<file path="src/rtl/cic_iq_pkg.sv">
// Shared types and constants for the CIC I/Q output scheduler.
package cic_iq_pkg;

    typedef enum logic [1:0] {
        ST_SETTLE = 2'd0,
        ST_IDLE   = 2'd1,
        ST_SEND_I = 2'd2,
        ST_SEND_Q = 2'd3
    } iq_state_e;

    localparam logic IQ_I = 1'b0;
    localparam logic IQ_Q = 1'b1;

    localparam logic signed [15:0] SAT_MAX16 = 16'sh7FFF;
    localparam logic signed [15:0] SAT_MIN16 = 16'sh8000;

endpackage

</file>
<file path="src/rtl/cic_iq_sched_sat_shift.sv">
// Signed arithmetic shift-left with saturation to SW bits.
// Only built when CIC_IQ_GAIN_EN is defined.
`ifdef CIC_IQ_GAIN_EN
module cic_sat_shift #(
    parameter int unsigned SW        = 16,
    parameter int unsigned GAIN_BITS = 3
) (
    input  logic [SW-1:0]        data_i,
    input  logic [GAIN_BITS-1:0] shift_i,
    output logic [SW-1:0]        data_o
);

    localparam int unsigned EW = SW + (1 << GAIN_BITS);
    localparam logic signed [EW-1:0] MAX_EXT = {{(EW-SW+1){1'b0}}, {(SW-1){1'b1}}};
    localparam logic signed [EW-1:0] MIN_EXT = {{(EW-SW+1){1'b1}}, {(SW-1){1'b0}}};

    logic signed [EW-1:0] ext;
    logic signed [EW-1:0] shifted;

    always_comb begin
        ext     = {{(EW-SW){data_i[SW-1]}}, data_i};
        shifted = ext <<< shift_i;
        if (shifted > MAX_EXT) begin
            data_o = MAX_EXT[SW-1:0];
        end else if (shifted < MIN_EXT) begin
            data_o = MIN_EXT[SW-1:0];
        end else begin
            data_o = shifted[SW-1:0];
        end
    end

endmodule
`endif

</file>
<file path="src/rtl/cic_iq_sched.sv">
// Pairs I/Q CIC decimator outputs, discards settle pairs, emits I-then-Q words.
// Optional CIC_IQ_GAIN_EN adds a per-pair saturating left-shift gain.
module cic_iq_sched
    import cic_iq_pkg::*;
#(
    parameter int unsigned SETTLE_PAIRS = 4,
    parameter int unsigned SW           = 16,
    parameter int unsigned GAIN_BITS    = 3
) (
    input  logic          CLK,
    input  logic          RSTb,
    input  logic          restart,
    input  logic          i_tick,
    input  logic [SW-1:0] i_data,
    input  logic          q_tick,
    input  logic [SW-1:0] q_data,
    output logic [SW-1:0] out_data,
    output logic          out_iq,
    output logic          out_valid,
    input  logic          out_ready,
    output logic          settled,
    output logic          overrun,
    input  logic          clr_overrun
`ifdef CIC_IQ_GAIN_EN
    ,
    input  logic [GAIN_BITS-1:0] gain
`endif
);

    localparam iq_state_e  INIT_STATE   = (SETTLE_PAIRS == 0) ? ST_IDLE : ST_SETTLE;
    localparam logic       INIT_SETTLED = (SETTLE_PAIRS == 0);
    localparam logic [7:0] SETTLE_LAST  = 8'(SETTLE_PAIRS - 1);

    iq_state_e     state_q, state_d;
    logic [SW-1:0] i_hold_q, i_hold_d, q_hold_q, q_hold_d;
    logic          i_full_q, i_full_d, q_full_q, q_full_d;
    logic [7:0]    cnt_q, cnt_d;
    logic [SW-1:0] out_data_q, out_data_d;
    logic          out_iq_q, out_iq_d, out_valid_q, out_valid_d;
    logic          settled_q, settled_d, overrun_q, overrun_d;

    logic          pair, hs, i_clr, q_clr, load_i, load_q;
    logic          i_acc, q_acc, i_drop, q_drop;
    logic [SW-1:0] word_src, word_out;

`ifdef CIC_IQ_GAIN_EN
    logic [GAIN_BITS-1:0] gain_q, gain_d, shift_sel;

    // The I word shifts by live gain (sampled on entry to SEND_I); Q reuses it.
    assign shift_sel = load_q ? gain_q : gain;
    assign gain_d    = load_i ? gain : gain_q;

    cic_sat_shift #(.SW(SW), .GAIN_BITS(GAIN_BITS)) u_sat_shift (
        .data_i (word_src),
        .shift_i(shift_sel),
        .data_o (word_out)
    );
`else
    assign word_out = word_src;
`endif

    assign word_src = load_q ? q_hold_q : i_hold_q;

    always_comb begin
        state_d     = state_q;
        cnt_d       = cnt_q;
        settled_d   = settled_q;
        out_valid_d = out_valid_q;
        out_data_d  = out_data_q;
        out_iq_d    = out_iq_q;
        i_clr       = 1'b0;
        q_clr       = 1'b0;
        load_i      = 1'b0;
        load_q      = 1'b0;
        pair        = i_full_q & q_full_q;
        hs          = out_valid_q & out_ready;

        case (state_q)
            ST_SETTLE: if (pair) begin
                i_clr = 1'b1;
                q_clr = 1'b1;
                if (cnt_q != 8'hFF) cnt_d = cnt_q + 8'd1;
                if (cnt_q == SETTLE_LAST) begin
                    state_d   = ST_IDLE;
                    settled_d = 1'b1;
                end
            end
            ST_IDLE: if (pair) begin
                state_d     = ST_SEND_I;
                out_valid_d = 1'b1;
                load_i      = 1'b1;
            end
            ST_SEND_I: if (hs) begin
                state_d = ST_SEND_Q;
                load_q  = 1'b1;
                i_clr   = 1'b1;
            end
            ST_SEND_Q: if (hs) begin
                q_clr = 1'b1;
                // Next pair's Q lands in q_hold this same edge, so no bubble.
                if (i_full_q && q_tick) begin
                    state_d = ST_SEND_I;
                    load_i  = 1'b1;
                end else begin
                    state_d     = ST_IDLE;
                    out_valid_d = 1'b0;
                end
            end
            default: state_d = INIT_STATE;
        endcase

        if (load_i) begin
            out_data_d = word_out;
            out_iq_d   = IQ_I;
        end
        if (load_q) begin
            out_data_d = word_out;
            out_iq_d   = IQ_Q;
        end

        i_acc    = i_tick & (~i_full_q | i_clr);
        q_acc    = q_tick & (~q_full_q | q_clr);
        i_drop   = i_tick & i_full_q & ~i_clr;
        q_drop   = q_tick & q_full_q & ~q_clr;
        i_full_d = i_acc | (i_full_q & ~i_clr);
        q_full_d = q_acc | (q_full_q & ~q_clr);
        i_hold_d = i_acc ? i_data : i_hold_q;
        q_hold_d = q_acc ? q_data : q_hold_q;
        overrun_d = (i_drop | q_drop) | (overrun_q & ~clr_overrun);

        if (restart) begin
            state_d     = INIT_STATE;
            i_full_d    = 1'b0;
            q_full_d    = 1'b0;
            i_hold_d    = i_hold_q;
            q_hold_d    = q_hold_q;
            cnt_d       = '0;
            out_valid_d = 1'b0;
            settled_d   = INIT_SETTLED;
            overrun_d   = overrun_q & ~clr_overrun;
        end
    end

    always_ff @(posedge CLK or negedge RSTb) begin
        if (!RSTb) begin
            state_q     <= INIT_STATE;
            i_hold_q    <= '0;
            q_hold_q    <= '0;
            i_full_q    <= 1'b0;
            q_full_q    <= 1'b0;
            cnt_q       <= '0;
            out_data_q  <= '0;
            out_iq_q    <= IQ_I;
            out_valid_q <= 1'b0;
            settled_q   <= INIT_SETTLED;
            overrun_q   <= 1'b0;
`ifdef CIC_IQ_GAIN_EN
            gain_q      <= '0;
`endif
        end else begin
            state_q     <= state_d;
            i_hold_q    <= i_hold_d;
            q_hold_q    <= q_hold_d;
            i_full_q    <= i_full_d;
            q_full_q    <= q_full_d;
            cnt_q       <= cnt_d;
            out_data_q  <= out_data_d;
            out_iq_q    <= out_iq_d;
            out_valid_q <= out_valid_d;
            settled_q   <= settled_d;
            overrun_q   <= overrun_d;
`ifdef CIC_IQ_GAIN_EN
            if (!restart) gain_q <= gain_d;
`endif
        end
    end

    assign out_data  = out_data_q;
    assign out_iq    = out_iq_q;
    assign out_valid = out_valid_q;
    assign settled   = settled_q;
    assign overrun   = overrun_q;

endmodule

</file>
<file path="config.mk">
export PLATFORM = sky130hd
export DESIGN_NAME = cic_iq_sched
export DESIGN_NICKNAME = d
export VERILOG_FILES = /design/src/rtl/cic_iq_pkg.sv /design/src/rtl/cic_iq_sched_sat_shift.sv /design/src/rtl/cic_iq_sched.sv
export SDC_FILE = /design/constraint.sdc
export NUM_CORES = 1
export LEC_CHECK = 0
export BUFFER_PORTS_ARGS = -buffer_cell sky130_fd_sc_hd__buf_2
export CORE_MARGIN = 5
export CORE_UTILIZATION = 48
export CTS_BUF_LIST = sky130_fd_sc_hd__clkbuf_8
export DETAILED_ROUTE_END_ITERATION = 10
export PLACE_DENSITY = 0.71
export SYNTH_ARGS = -nofsm -noshare
export SYNTH_HDL_FRONTEND = slang
export SYNTH_HIERARCHICAL = 1
export SYNTH_SLANG_ARGS = --single-unit
export TNS_END_PERCENT = 5
</file>
<file path="constraint.sdc">
create_clock -name CLK -period 2.61 [get_ports CLK]
set_clock_uncertainty 0.1 [all_clocks]
set_input_delay 0.261 -clock CLK [delete_from_list [all_inputs] [get_ports CLK]]
set_output_delay 0.261 -clock CLK [all_outputs]
set_load 0.05 [all_outputs]
</file>
==> flow_metrics.tcl <==
set metrics [dict create \
    netlist-cell-type-count 43 \
    clkSlewWorstSetupHoldPaths_ns 0.08 \
    multi_input_comb_area_um2 1330 \
    post_cts.resized_instances 0 \
    power.density_cell_area_nw_per_um2 800 \
    post_drt_wl_per_cell_um 16.1 \
    postPlaceCellArea_um2 3400 \
    maxClockFrequency_mhz 453 \
    synth_area_um2 3010 \
    nNetsFinal 337 \
    grt_pass1_wl_um 9780 \
    grt_pass1_vias 2025 \
    port_buffers 58 \
    cts_post_setup_buffers_inserted 0 \
    synth-seq-area-share 0.532 \
    cts_hold_buf 1 \
    outcome "complete, no violations" \
    timing.hold.worst.class "input pin to register" \
    finalWorstPathRequiredPeriod_ns 2.21 \
    yosys_most_used_dff "dfrtp_1" \
    place.detailed.hpwl_um 4250 \
    setup_repair_after_global_routing_missed_its_margin "no" \
    routed-via-count 1958 \
    drc 0 \
    criticalPathCategory "register to register" \
    ant_nets 0 \
    crit_fanout 16 \
    antenna_found_initial 0 \
    syn-num-nets 269 \
    syn_avg_cell_area_um2 13.5 \
    clockRootBuffer "clkbuf_8" \
    globalplace.congestion 0.827 \
    synth.ff_latch_count 64 \
    cts_tree "built" \
    num_antenna_cells 0 \
    report.power.total_mw 2.93 \
    route.detailed.vias_per_inst 5.28 \
    pin_count_of_the_biggest_net_entering_global_routing 37 \
    finalWirelength_um 5990 \
    layout_worst_path_cycle_share 0.846 \
    cts-buffers-inserted 9 \
    timing_hold_violations_final 0 \
    core_um2 5990 \
    floorplan.io_pins 59 \
    fp.dieH_um 89.2 \
    post-route-cell-area_um2 3660 \
    layout.cells.most_common_list "mux2_2, dfrtp_1, buf_2" \
    drv_cap 0 \
    timing.critical_path.from_type "register" \
    layout-drive-gt1-share 0.530 \
    std_cell_rows 28 \
    start_util 0.502 \
    number_of_pins_with_negative_max_slew_slack_in_the_final_report 0 \
    synth-edff-count 0 \
    finalWorstSetupSlack_ns 0.403 \
    clkSinkCount 64 \
    dp_slack_ns 0.427 \
    required_ns 2.72 \
    timing.critical_path.to_type "register" \
    ys_async_sr_fraction 1.00 \
    finalSetupViolCount 0 \
    globalRouteOverflowTotal 0 \
    clk-insertion-delay-late_ns 0.33 \
    cts_htree_levels 3 \
    worst_ir_drop_vdd_uv 455 \
    die_area_um2 7950 \
    track_usage 0.165 \
    power.static_leakage_nw 1.75 \
    floorplan.die.width_um 89.2 \
    fill_cells 474 \
    worst_pin_slew_ns 0.655 \
    layout.area.seq_um2 1600 \
    p_r_area_growth_vs_syn_pct 21.8 \
    setup-tns-final_ns 0 \
    post_synth_inst_count 223 \
    worst_ep_arrival_time_ns 2.32 \
    drtPass1Iterations 4 \
    first_iter_violations 21 \
    clk_path_buf_depth 2 \
    worst_slew_margin_rel 0.564 \
    yosys_warnings 6 \
]
[cell families (layout without fill, tap and decap cells)]
| kind of cell | count (synthesis) | in the layout | synth area share |
|---|---|---|---|
| adders and majority gates | 7 | 7 | 0.0291 |
| AOI/OAI and AO/OA | 29 | 29 | 0.0774 |
| and+or+nand+nor | 40 | 40 | 0.0795 |
| muxes | 65 | 65 | 0.243 |
| xor gates and xnor gates | 5 | 5 | 0.0146 |
| buffers and inverters | 13 | 86 | 0.0241 |
| DFF | 64 | 64 | 0.532 |
[synth_stat cells (2+ instances only)]
master,number,share of area
dfrtp_1,64,0.53
mux2_2,64,0.24
nor2_1,11,0.014
ha_1,7,0.029
nand2_1,7,0.0087
a21oi_1,5,0.0083
nand3_1,5,0.0083
xor2_1,5,0.015
buf_2,4,0.0067
inv_1,4,0.0050
o211ai_1,4,0.010
o21ai_0,4,0.0067
a31oi_1,2,0.0042
and3_2,2,0.0050
buf_6,2,0.0075
clkbuf_1,2,0.0025
nand2b_1,2,0.0042
nand3b_1,2,0.0050
nor3_1,2,0.0033
o21ba_2,2,0.0067
[area by class of cell]
| cell class | instances | area share |
|---|---|---|
| clock inverter | 6 | 0.0318 |
| sequential | 64 | 0.437 |
| inverter | 4 | 0.00410 |
| timing repair buffer | 66 | 0.0997 |
| tap | 75 | 0.0256 |
| clock buffer | 10 | 0.0376 |
| multi-input combinational | 146 | 0.364 |
[registers in the layout, summed over array words and instances (netlist names)]
name / count
cnt_q: 8
q_hold_q: 16
out_iq: 1
settled: 1
state_q: 2
overrun: 1
i_hold_q: 16
out_data: 16
out_valid: 1
i_full_q: 1
q_full_q: 1
[power breakdown]
part	leakage, nW	switching (mW)	internal [mW]
sequential	0.812	0.0897	1.15
combinational	0.812	0.359	0.262
clock	0.127	0.401	0.666
total	1.75	0.850	2.08
[critical path, cell delays in order, from the launching register on]
cell     delay (ns)
dfrtp_1        0.46
inv_1          0.16
ha_1           0.30
nand2_1        0.08
and3_4         0.20
nor3b_4        0.16
buf_4          0.26
mux2_2         0.37
[metrics by stage]
stage                     instances   util  hold slack, ns
final                           371  0.612          0.0511
after detailed placement        354  0.567           0.232
after global routing            371  0.612          0.0376
after floorplan                 223      -          -0.135
after CTS                       371  0.612          0.0407
after global placement          354  0.567           0.232
[path summary, 6_finish.rpt]
check,cells past startpoint,slack (ns),end,start
hold / removal,2,0.05,q_hold_q[11]$_DFFE_PN0P_,q_data[11]
hold reg to reg,1,0.39,out_iq$_DFFE_PN0P_,out_iq$_DFFE_PN0P_
setup reg to reg,7,0.40,i_hold_q[3]$_DFFE_PN0P_,state_q[0]$_DFFE_PN0P_
min in group asynchronous,2,0.40,out_data[11]$_DFFE_PN0P_,RSTb
setup / recovery,7,0.40,i_hold_q[3]$_DFFE_PN0P_,state_q[0]$_DFFE_PN0P_
max in group asynchronous,3,1.38,i_full_q$_DFF_PN0_,RSTb
[layer usage]
metal	global-route usage	part of all wire	wire, um
met5	0	0	0
met4	0.0690	0.014	84
met3	0.0387	0.051	303
met2	0.259	0.48	2880
met1	0.220	0.45	2720
Power figures use the tool's default switching activity.
